<file path="src/rtl/vpu_pkg.sv">
// rtl/vpu_pkg.sv - shared VPU SRAM geometry, source-read arbiter constants and state type
package vpu_pkg;

    localparam int SRAM_BANK_CNT_LG2    = 2;
    localparam int SRAM_BANK_DEPTH_LG2  = 8;
    localparam int SRAM_DATA_WIDTH      = 32;

    localparam int SRC_RD_ARB_N_REQ     = 3;
    localparam int SRC_RD_ARB_TAG_DEPTH = 8;

    typedef enum logic {
        IDLE = 1'b0,
        BUSY = 1'b1
    } vpu_arb_state_t;

    // Index width that stays legal when there is only one requester.
    function automatic int idx_width(input int n);
        return (n > 1) ? $clog2(n) : 1;
    endfunction

endpackage

</file>
<file path="src/rtl/vpu_src_rd_arb_if.sv">
// rtl/vpu_src_rd_arb_if.sv - requester-side and SRAM-side read port bundle for the source-read arbiter
interface vpu_src_rd_arb_if import vpu_pkg::*; #(
    parameter int N_REQ = SRC_RD_ARB_N_REQ
);

    logic [N_REQ-1:0]                          up_req;
    logic [N_REQ-1:0]                          up_ack;
    logic [N_REQ-1:0][SRAM_BANK_CNT_LG2-1:0]   up_rid;
    logic [N_REQ-1:0][SRAM_BANK_DEPTH_LG2-1:0] up_addr;
    logic [N_REQ-1:0]                          up_reb;
    logic [N_REQ-1:0]                          up_rlast;
    logic [SRAM_DATA_WIDTH-1:0]                up_rdata;
    logic [N_REQ-1:0]                          up_rvalid;

    logic                                      dn_req;
    logic [SRAM_BANK_CNT_LG2-1:0]              dn_rid;
    logic [SRAM_BANK_DEPTH_LG2-1:0]            dn_addr;
    logic                                      dn_reb;
    logic                                      dn_rlast;
    logic                                      dn_ack;
    logic [SRAM_DATA_WIDTH-1:0]                dn_rdata;
    logic                                      dn_rvalid;

    modport slave (
        input  up_req, up_rid, up_addr, up_reb, up_rlast,
        input  dn_ack, dn_rdata, dn_rvalid,
        output up_ack, up_rdata, up_rvalid,
        output dn_req, dn_rid, dn_addr, dn_reb, dn_rlast
    );

    modport master (
        output up_req, up_rid, up_addr, up_reb, up_rlast,
        output dn_ack, dn_rdata, dn_rvalid,
        input  up_ack, up_rdata, up_rvalid,
        input  dn_req, dn_rid, dn_addr, dn_reb, dn_rlast
    );

endinterface

</file>
<file path="src/rtl/vpu_tag_fifo.sv">
// rtl/vpu_tag_fifo.sv - small order-tracking FIFO holding the requester index of each outstanding read
module vpu_tag_fifo #(
    parameter int WIDTH = 2,
    parameter int DEPTH = 8
) (
    input  logic             clk,
    input  logic             rst_n,
    input  logic             push,
    input  logic [WIDTH-1:0] push_data,
    input  logic             pop,
    output logic             full,
    output logic             empty,
    output logic [WIDTH-1:0] head
);

    localparam int AW    = $clog2(DEPTH);
    localparam int PTR_W = AW + 1;

    logic [WIDTH-1:0] mem [DEPTH];
    logic [PTR_W-1:0] wr_ptr;
    logic [PTR_W-1:0] rd_ptr;

    // Extra pointer MSB tells a wrapped (full) FIFO apart from an empty one.
    assign full  = (wr_ptr[AW] != rd_ptr[AW]) && (wr_ptr[AW-1:0] == rd_ptr[AW-1:0]);
    assign empty = (wr_ptr == rd_ptr);
    assign head  = mem[rd_ptr[AW-1:0]];

    always_ff @(posedge clk or negedge rst_n) begin
        if (!rst_n) begin
            wr_ptr <= '0;
            rd_ptr <= '0;
        end else begin
            if (push && !full) begin
                wr_ptr <= wr_ptr + 1'b1;
            end
            if (pop && !empty) begin
                rd_ptr <= rd_ptr + 1'b1;
            end
        end
    end

    always_ff @(posedge clk) begin
        if (push && !full) begin
            mem[wr_ptr[AW-1:0]] <= push_data;
        end
    end

endmodule

</file>
<file path="src/rtl/vpu_src_rd_arb.sv">
// rtl/vpu_src_rd_arb.sv - round-robin arbiter sharing one SRAM read port among source-read requesters
module vpu_src_rd_arb import vpu_pkg::*; #(
    parameter int N_REQ     = SRC_RD_ARB_N_REQ,
    parameter int TAG_DEPTH = SRC_RD_ARB_TAG_DEPTH
) (
    input  logic              clk,
    input  logic              rst_n,
    vpu_src_rd_arb_if.slave   bus,
    output logic              err_underflow
);

    localparam int IDX_W = idx_width(N_REQ);

    vpu_arb_state_t   state;
    vpu_arb_state_t   state_nxt;
    logic [IDX_W-1:0] rr_ptr;
    logic [IDX_W-1:0] grant_idx;
    logic [IDX_W-1:0] win_idx;
    logic             win_found;
    logic [IDX_W-1:0] rr_next;

    logic             fifo_full;
    logic             fifo_empty;
    logic [IDX_W-1:0] fifo_head;

    logic             beat_acc;
    logic             burst_done;
    logic             rd_pop;

    assign beat_acc   = bus.dn_req && bus.dn_ack;
    assign burst_done = beat_acc && bus.dn_rlast;
    assign rd_pop     = bus.dn_rvalid && !fifo_empty;
    assign rr_next    = (grant_idx == IDX_W'(N_REQ - 1)) ? '0 : grant_idx + 1'b1;

    // Scan from rr_ptr downward in priority so the closest requester after rr_ptr wins.
    always_comb begin : rr_pick
        logic [IDX_W:0] sum;
        sum       = '0;
        win_found = 1'b0;
        win_idx   = '0;
        for (int k = N_REQ - 1; k >= 0; k--) begin
            sum = {1'b0, rr_ptr} + (IDX_W + 1)'(k);
            if (sum >= (IDX_W + 1)'(N_REQ)) begin
                sum = sum - (IDX_W + 1)'(N_REQ);
            end
            if (bus.up_req[sum[IDX_W-1:0]]) begin
                win_found = 1'b1;
                win_idx   = sum[IDX_W-1:0];
            end
        end
    end

    always_ff @(posedge clk or negedge rst_n) begin
        if (!rst_n) begin
            state         <= IDLE;
            rr_ptr        <= '0;
            grant_idx     <= '0;
            err_underflow <= 1'b0;
        end else begin
            state <= state_nxt;
            if (state == IDLE && state_nxt == BUSY) begin
                grant_idx <= win_idx;
            end
            if (burst_done) begin
                rr_ptr <= rr_next;
            end
            if (bus.dn_rvalid && fifo_empty) begin
                err_underflow <= 1'b1;
            end
        end
    end

    always_comb begin
        state_nxt = state;
        case (state)
            IDLE: if (win_found && !fifo_full) state_nxt = BUSY;
            BUSY: if (burst_done)              state_nxt = IDLE;
            default:                           state_nxt = IDLE;
        endcase
    end

    always_comb begin
        bus.dn_req    = 1'b0;
        bus.dn_rid    = '0;
        bus.dn_addr   = '0;
        bus.dn_reb    = 1'b1;
        bus.dn_rlast  = 1'b0;
        bus.up_ack    = '0;
        bus.up_rdata  = bus.dn_rdata;
        bus.up_rvalid = '0;
        if (state == BUSY) begin
            // Full is the registered FIFO state, so a same-cycle pop cannot unblock a push.
            bus.dn_req            = bus.up_req[grant_idx] && !fifo_full;
            bus.dn_rid            = bus.up_rid[grant_idx];
            bus.dn_addr           = bus.up_addr[grant_idx];
            bus.dn_reb            = bus.up_reb[grant_idx];
            bus.dn_rlast          = bus.up_rlast[grant_idx];
            bus.up_ack[grant_idx] = bus.dn_ack && bus.up_req[grant_idx] && !fifo_full;
        end
        if (rd_pop) begin
            bus.up_rvalid[fifo_head] = 1'b1;
        end
    end

    vpu_tag_fifo #(
        .WIDTH (IDX_W),
        .DEPTH (TAG_DEPTH)
    ) u_tag_fifo (
        .clk       (clk),
        .rst_n     (rst_n),
        .push      (beat_acc),
        .push_data (grant_idx),
        .pop       (rd_pop),
        .full      (fifo_full),
        .empty     (fifo_empty),
        .head      (fifo_head)
    );

endmodule
</file>
<file path="src/flat_wrapper.sv">
// flat-port wrapper written by rule: the top's interface ports become plain ports
module vpu_src_rd_arb_flat import vpu_pkg::*;
#(
    parameter int N_REQ     = SRC_RD_ARB_N_REQ,
    parameter int TAG_DEPTH = SRC_RD_ARB_TAG_DEPTH
)
  (clk, rst_n, err_underflow, bus_up_req, bus_up_rid, bus_up_addr, bus_up_reb, bus_up_rlast, bus_dn_ack, bus_dn_rdata, bus_dn_rvalid, bus_up_ack, bus_up_rdata, bus_up_rvalid, bus_dn_req, bus_dn_rid, bus_dn_addr, bus_dn_reb, bus_dn_rlast);
  vpu_src_rd_arb_if #(.N_REQ(N_REQ)) bus_i ();
  input  logic clk;
  input  logic rst_n;
  output logic err_underflow;
  input wire logic [$bits(bus_i.up_req)-1:0] bus_up_req;
  input wire logic [$bits(bus_i.up_rid)-1:0] bus_up_rid;
  input wire logic [$bits(bus_i.up_addr)-1:0] bus_up_addr;
  input wire logic [$bits(bus_i.up_reb)-1:0] bus_up_reb;
  input wire logic [$bits(bus_i.up_rlast)-1:0] bus_up_rlast;
  input wire logic [$bits(bus_i.dn_ack)-1:0] bus_dn_ack;
  input wire logic [$bits(bus_i.dn_rdata)-1:0] bus_dn_rdata;
  input wire logic [$bits(bus_i.dn_rvalid)-1:0] bus_dn_rvalid;
  output wire logic [$bits(bus_i.up_ack)-1:0] bus_up_ack;
  output wire logic [$bits(bus_i.up_rdata)-1:0] bus_up_rdata;
  output wire logic [$bits(bus_i.up_rvalid)-1:0] bus_up_rvalid;
  output wire logic [$bits(bus_i.dn_req)-1:0] bus_dn_req;
  output wire logic [$bits(bus_i.dn_rid)-1:0] bus_dn_rid;
  output wire logic [$bits(bus_i.dn_addr)-1:0] bus_dn_addr;
  output wire logic [$bits(bus_i.dn_reb)-1:0] bus_dn_reb;
  output wire logic [$bits(bus_i.dn_rlast)-1:0] bus_dn_rlast;
  assign bus_i.up_req = bus_up_req;
  assign bus_i.up_rid = bus_up_rid;
  assign bus_i.up_addr = bus_up_addr;
  assign bus_i.up_reb = bus_up_reb;
  assign bus_i.up_rlast = bus_up_rlast;
  assign bus_i.dn_ack = bus_dn_ack;
  assign bus_i.dn_rdata = bus_dn_rdata;
  assign bus_i.dn_rvalid = bus_dn_rvalid;
  assign bus_up_ack = bus_i.up_ack;
  assign bus_up_rdata = bus_i.up_rdata;
  assign bus_up_rvalid = bus_i.up_rvalid;
  assign bus_dn_req = bus_i.dn_req;
  assign bus_dn_rid = bus_i.dn_rid;
  assign bus_dn_addr = bus_i.dn_addr;
  assign bus_dn_reb = bus_i.dn_reb;
  assign bus_dn_rlast = bus_i.dn_rlast;
  vpu_src_rd_arb #(.N_REQ(N_REQ), .TAG_DEPTH(TAG_DEPTH)) u_core (.clk(clk), .rst_n(rst_n), .bus(bus_i), .err_underflow(err_underflow));
endmodule
</file>
<file path="config.mk">
export PLATFORM = sky130hd
export DESIGN_NAME = vpu_src_rd_arb_flat
export DESIGN_NICKNAME = d
export VERILOG_FILES = /design/src/rtl/vpu_pkg.sv /design/src/rtl/vpu_src_rd_arb_if.sv /design/src/rtl/vpu_tag_fifo.sv /design/src/rtl/vpu_src_rd_arb.sv /design/src/flat_wrapper.sv
export SDC_FILE = /design/constraint.sdc
export NUM_CORES = 1
export LEC_CHECK = 0
export ABC_AREA = 1
export CELL_PAD_IN_SITES_DETAIL_PLACEMENT = 1
export CELL_PAD_IN_SITES_GLOBAL_PLACEMENT = 1
export CORE_MARGIN = 1
export CORE_UTILIZATION = 24
export DETAILED_ROUTE_END_ITERATION = 10
export PLACE_DENSITY_LB_ADDON = 0.1
export RECOVER_POWER = 25
export SLEW_MARGIN = 20
export SYNTH_ARGS = -nofsm -noshare
export SYNTH_HDL_FRONTEND = slang
export SYNTH_SLANG_ARGS = --single-unit
</file>
<file path="constraint.sdc">
create_clock -name clk -period 1.6 [get_ports clk]
set_input_delay 0.16 -clock clk [delete_from_list [all_inputs] [get_ports clk]]
set_output_delay 0.16 -clock clk [all_outputs]
set_load 0.05 [all_outputs]
</file>
==> results of run 1 <==
[flip-flops by register name, summed over array words and instances, names as in the netlist]
register                  count
u_core.rr_ptr                 2
u_core.state                  1
u_core.err_underflow          1
u_core.u_tag_fifo.mem        16
u_core.u_tag_fifo.wr_ptr      4
u_core.grant_idx              2
u_core.u_tag_fifo.rd_ptr      4
[power by group through the flow]
stage	Combinational (mW)	Sequential, mW	Clock (mW)
floorplan	3.64	1.27	0
global placement	6.03	1.27	0
detailed placement	6.08	1.27	0
CTS	7.34	1.29	0.605
global route	8.05	1.34	0.646
finish	7.51	1.30	0.587
[cell type report]
cell class              instances  area, um2
fillers                      1084       5150
repair inverters                1       3.75
multi-input cells             206       1520
repair buffers                127       1410
inverters                      36        203
flip-flops and latches         30        838
well taps                     129        161
clock buffers                   5       68.8
clock inverters                 3       16.3
[routing by layer]
metal  share of wire, %  up-vias
met5                  0        -
met3                3.4        6
met2                 55       51
li1                   -     1150
met4                1.0        0
met1                 41     1106
[per-stage QoR]
stage | setup TNS, ns | power, mW
floorplan | -1.69 | 4.91
global placement | -4.98 | 7.30
detailed placement | -5.42 | 7.35
CTS | -6.09 | 9.23
global route | -9.21 | 10.0
finish | -5.17 | 9.40
[path summary, 6_finish.rpt]
| path | startpoint | endpoint | slack [ns] | cells after the start |
|---|---|---|---|---|
| worst max-delay path | u_core.u_tag_fifo.rd_ptr[0]$_DFFE_PN0P_ | bus_up_rvalid[1] | -0.30 | 9 |
| worst min-delay path | rst_n | u_core.err_underflow$_DFFE_PN0P_ | 0.20 | 2 |
| worst max register to register | u_core.u_tag_fifo.rd_ptr[0]$_DFFE_PN0P_ | u_core.u_tag_fifo.mem[6][0]$_DFFE_PP_ | -0.16 | 7 |
| worst min register to register | u_core.err_underflow$_DFFE_PN0P_ | u_core.err_underflow$_DFFE_PN0P_ | 0.49 | 1 |
| max in group asynchronous | rst_n | u_core.u_tag_fifo.rd_ptr[1]$_DFFE_PN0P_ | 1.20 | 2 |
| min in group clk | bus_dn_rdata[14] | bus_up_rdata[14] | 0.32 | 0 |
[synth_stat cells (all sizes together)]
cell	count
buf	40
xor2	2
nand4	5
clkbuf	3
inv	36
edfxtp	16
o22ai	1
dfrtp	14
xnor2	2
a21oi	2
o21ai	21
o211ai	1
ha	4
nor3	2
nor2	32
o21bai	1
or2	1
nand3	36
nand2	96
[kinds of logic after synthesis]
logic type	Yosys count	synth area share, %
simple gates	172	34.9
buf+inv	79	19.9
flops	30	35.3
compound gates	26	6.27
xor+xnor	4	1.49
fa+ha+maj	4	2.13
[timing repair]
| action | in CTS | in global routing |
|---|---|---|
| gates resized for setup | 107 | 41 |
| pin swaps | 25 | 25 |
| setup buffers | 15 | 3 |
| gates cloned | 4 | 0 |
| hold buffers | 0 | 0 |
| setup endpoints to repair | 39 | 45 |
==> impl_metrics.ini, run 1 <==
[pwr]
power-per-cell-area_nw_per_um2 = 2220
sw_frac_of_total_pct = 48.8
switching_power_mw = 4.59
p_int_mw = 4.81
combPwrFrac_pct = 79.9
power_frac_clock_pct = 6.2
leakagePower_nw = 1.81
pwr-share-seq_pct = 13.9
peak_supply_drop_mv = 1.35

[global_route]
global_route.peak_usage_layer = met2
vias_in_the_first_global_route = 2498
grt_use_total_pct = 15.6
grt_antenna_before_repair = 0
grt_max_degree = 17
grt_pass1_wl_mm = 12.2
met3_usage_pct = 3.40
global_route.usage.met2_pct = 29.1
grt.overflow.total = 0
use_met1_pct = 17.9

[place]
post_dp_cell_area_um2 = 3490
dpl_worst_slack_ns = -0.287
globalplace.congestion = 0.777
port_buffers = 62
place.detailed.instances = 510
place.detailed.hpwl_mm = 5.72

[clocking]
insertion_delay_ns = 0.28
htreeDepth = 2
cts_tree = yes
clock_tree.buffer_depth = 2
cts_num_sinks = 30
root_buffer = sky130_fd_sc_hd__clkbuf_8
cts_inserted_buffers = 5
clk_pin_slew_worst_paths_ns = 0.07

[worst_setup_path]
slowest_delay_ns = 0.46
worstPathArrival_ns = 1.74
critPathTopFamily = buffers and inverters
crit_path_kind = reg2out
slowest_stage = sky130_fd_sc_hd__dfrtp_2
cp.buffers_inverters = 5
critPathMostFrequentCell = sky130_fd_sc_hd__buf_6
crit_required_ns = 1.44
critPathMaxFanout = 5
critPathCaptureType = primary output
startpoint_type = register
worstPathCellList = buf_6 > inv_6 > buf_6 > nor2_2 > o211ai_1 > o21ai_2 > buf_4 > nor2_4 > buf_12

[layout]
finalCoreUtilization_pct = 45.1
finish.cell_count_without_fillers = 537
stdcell_area_um2 = 4230
mostFrequentLayoutCells = sky130_fd_sc_hd__nand2_1, sky130_fd_sc_hd__buf_4, sky130_fd_sc_hd__clkdlybuf4s50_1, sky130_fd_sc_hd__nand2_2, sky130_fd_sc_hd__nand3_2
nNetsFinal = 486
layout_stage_area_growth_over_the_synthesis_result_pct = 79.5
drive_above_1_share_pct = 56.1
diodes = 0
mostFrequentLayoutCell = sky130_fd_sc_hd__nand2_1

[outcome]
result_of_the_run = finished, violations left
violations = setup timing

[synth]
synth_area_per_cell_um2 = 7.47
yosysWarningCount = 0
synth_seq_cells = 30
ys_top_cells_by_area = sky130_fd_sc_hd__edfxtp_1, sky130_fd_sc_hd__dfrtp_1, sky130_fd_sc_hd__nand2_1
synthDominantCellAreaShare_pct = 20.4
synth.distinct_cells = 34
post_synth_inst_count = 315
ys_seq_area_share_pct = 35.3
synth_nets = 394
yosys.area.top_type = sky130_fd_sc_hd__edfxtp_1
netlist_area_um2 = 2350

[sta]
period_needed_ns = 1.90
hold_viol = 0
finalHoldWorstSlack_ns = 0.201
layout_worst_path_cycle_share_pct = 119
final_max_slew_viol_count = 0
unrepaired_setup_endpoints_after_global_routing = yes
setup_slack_ns = -0.301
setup_violations = 40
clock.fmax_ghz = 0.526
slew_headroom_pct = 83.5
fin_worst_skew_ns = 0.00951
worst_slew_pin_slew_ns = 0.248

[drt]
drt_wl_total_mm = 7.68
drt_first_pass_iters = 3
via_per_inst = 4.31
drt-initial-drc-count = 52
antenna_left = 0
dr_total_vias = 2313
wl_per_cell_um = 14.3
drcViolationCount = 0

[floorplan]
ios = 127
floorplan.initialDensity_pct = 25.1
placement_row_count = 35
die_width_um = 101
chipHeight_um = 101
floorplan.die_area_um2 = 10200
area_of_the_core_region_um2 = 9370

[min_path]
timing.hold.worst.class = in2async

[job]
maxCapViolCount = 0
Note: power is estimated with default switching activity, not from simulation.
==> inputs of run 2 (changes only) <==
--- a/config.mk
+++ b/config.mk
@@ -12,7 +12,6 @@
 export CORE_UTILIZATION = 24
 export DETAILED_ROUTE_END_ITERATION = 10
 export PLACE_DENSITY_LB_ADDON = 0.1
-export RECOVER_POWER = 25
 export SLEW_MARGIN = 20
 export SYNTH_ARGS = -nofsm -noshare
 export SYNTH_HDL_FRONTEND = slang
==> results of run 2 <==
Final layout, timing and power as in run 1 (identical DEF).
==> inputs of run 3 (changes only) <==
--- a/config.mk
+++ b/config.mk
@@ -12,6 +12,7 @@
 export CORE_UTILIZATION = 24
 export DETAILED_ROUTE_END_ITERATION = 10
 export PLACE_DENSITY_LB_ADDON = 0.1
+export SETUP_SLACK_MARGIN = 0.02
 export SLEW_MARGIN = 20
 export SYNTH_ARGS = -nofsm -noshare
 export SYNTH_HDL_FRONTEND = slang
==> impl_metrics.ini, run 3 (synthesis gave the netlist of run 1 again) <==
[worst_setup_path]
startpoint_type = register
worstPathArrival_ns = 2.14
critPathMostFrequentCell = sky130_fd_sc_hd__buf_4
slowest_stage = sky130_fd_sc_hd__dfrtp_2
crit_required_ns = 1.81
crit_path_kind = reg2reg
worstPathCellList = xnor2_2 > nand4_1 > buf_4 > buf_4 > buf_4 > buf_4 > buf_4 > buf_4 > o21bai_1
slowest_delay_ns = 0.46
critPathMaxFanout = 4
critPathCaptureType = register

[clocking]
cts_tree = yes
cts_hold_buffers = 0
insertion_delay_ns = 0.28
clk_pin_slew_worst_paths_ns = 0.07
clock_tree.buffer_depth = 2
root_buffer = sky130_fd_sc_hd__clkbuf_8
cts_inserted_buffers = 5
cts_num_sinks = 30
htreeDepth = 2

[sta]
finalSetupTns_ns = -6.43
layout_worst_path_cycle_share_pct = 121
slew_headroom_pct = 83.0
clock.fmax_ghz = 0.518
hold_viol = 0
fin_worst_skew_ns = 0.00776
setup_slack_ns = -0.332
final_max_slew_viol_count = 0
period_needed_ns = 1.93
unrepaired_setup_endpoints_after_global_routing = yes
worst_slew_pin_slew_ns = 0.255
setup_violations = 41

[pwr]
sw_frac_of_total_pct = 49.0
leakagePower_nw = 1.86
finalPower_mw = 9.49
combPwrFrac_pct = 80.2
peak_supply_drop_mv = 1.23
power-per-cell-area_nw_per_um2 = 2210
p_int_mw = 4.85
pwr-share-seq_pct = 13.7
switching_power_mw = 4.65
power_frac_clock_pct = 6.1

[layout]
diodes = 0
mostFrequentLayoutCells = sky130_fd_sc_hd__nand2_1, sky130_fd_sc_hd__buf_4, sky130_fd_sc_hd__clkdlybuf4s50_1, sky130_fd_sc_hd__nand2_2, sky130_fd_sc_hd__buf_12
largest_register_ff_count = 16
num-fill-cells = 1078
multiInputGateArea_um2 = 1560
nNetsFinal = 488
seq_area_um2 = 837
layout_stage_area_growth_over_the_synthesis_result_pct = 82.7
drive_above_1_share_pct = 58.0
finalCoreUtilization_pct = 45.9

[floorplan]
placement_row_count = 35
floorplan.initialDensity_pct = 25.1
ios = 127
chipHeight_um = 101
area_of_the_core_region_um2 = 9370
floorplan.die_area_um2 = 10200
die_width_um = 101

[place]
globalplace.congestion = 0.789
port_buffers = 62
dpl_worst_slack_ns = -0.280
place.detailed.hpwl_mm = 5.76

[drt]
drt-initial-drc-count = 35
dr_total_vias = 2331
drcViolationCount = 0
drt_first_pass_iters = 4
drt_wl_total_mm = 7.68
via_per_inst = 4.32
antenna_left = 0
wl_per_cell_um = 14.3

[global_route]
grt_use_total_pct = 15.6
grt_antenna_before_repair = 0
grt_max_degree = 17
vias_in_the_first_global_route = 2535
grt.overflow.total = 0
grt_pass1_wl_mm = 12.0

[job]
maxCapViolCount = 0

[min_path]
timing.hold.worst.class = in2async

[outcome]
result_of_the_run = finished, violations left
violations = setup timing
[run 3: cell types whose count changed in the layout (fill, tap and decap cells not counted), sizes merged]
cell  previous run  this run
buf             85        87
[run 3: layout make-up]
class	count	share of cell area, %
timing repair buffer	129	33.4
tap	129	3.75
inverter	36	4.89
timing repair inverter	1	0.262
sequential	30	19.5
clock inverter	3	0.378
clock buffer	5	1.60
multi-input combinational	206	36.3
[run 3: final timing paths]
path	to	start	cells past startpoint	slack (ns)
min in group clk	bus_up_rdata[12]	bus_dn_rdata[12]	0	0.32
min	u_core.err_underflow$_DFFE_PN0P_	rst_n	2	0.20
max in group asynchronous	u_core.rr_ptr[1]$_DFFE_PN0N_	rst_n	2	1.20
max reg2reg	u_core.err_underflow$_DFFE_PN0P_	u_core.u_tag_fifo.rd_ptr[0]$_DFFE_PN0P_	9	-0.33
min reg2reg	u_core.err_underflow$_DFFE_PN0P_	u_core.err_underflow$_DFFE_PN0P_	1	0.49
max	u_core.err_underflow$_DFFE_PN0P_	u_core.u_tag_fifo.rd_ptr[0]$_DFFE_PN0P_	9	-0.33
[run 3: stage by stage]
step	hold WS (ns)	cell area, um2	instances
after global routing	0.202	4300	539
after global placement	0.320	3490	508
after detailed placement	0.320	3490	508
after CTS	0.197	4130	535
final	0.196	4300	539
after floorplan	-0.136	2500	315
[run 3: what timing repair did]
action                                  4_1_cts  5_1_grt
gates cloned                                  2        1
setup buffers                                19        8
endpoints found under the setup margin       42       47
resized for setup                           121       51
pin swaps                                    27       25
[run 3: power by group through the flow]
stage                     sequential, mW  combinational [mW]  clock, mW
after floorplan                     1.27                3.67          0
after global routing                1.33                8.12      0.640
final                               1.30                7.61      0.579
after detailed placement            1.28                6.05          0
after global placement              1.28                5.98          0
after CTS                           1.29                7.36      0.610
[run 3: worst max-delay path: cells and delay by family, from the launching register on]
family	cells	cell delay (ns)
buf+inv	6	0.80
flops	1	0.46
xor+xnor	1	0.24
simple gates	1	0.23
compound gates	1	0.11
[run 3: per-layer routing]
| metal | track usage, % | vias to the layer above | wire length (um) | share of wire (%) |
|---|---|---|---|---|
| li1 | - | 1158 | - | - |
| met1 | 17.5 | 1113 | 3150 | 41 |
| met2 | 29.1 | 49 | 4150 | 54 |
| met3 | 2.84 | 11 | 259 | 3.4 |
| met4 | 5.80 | 0 | 123 | 1.6 |
| met5 | 0 | - | 0 | 0 |
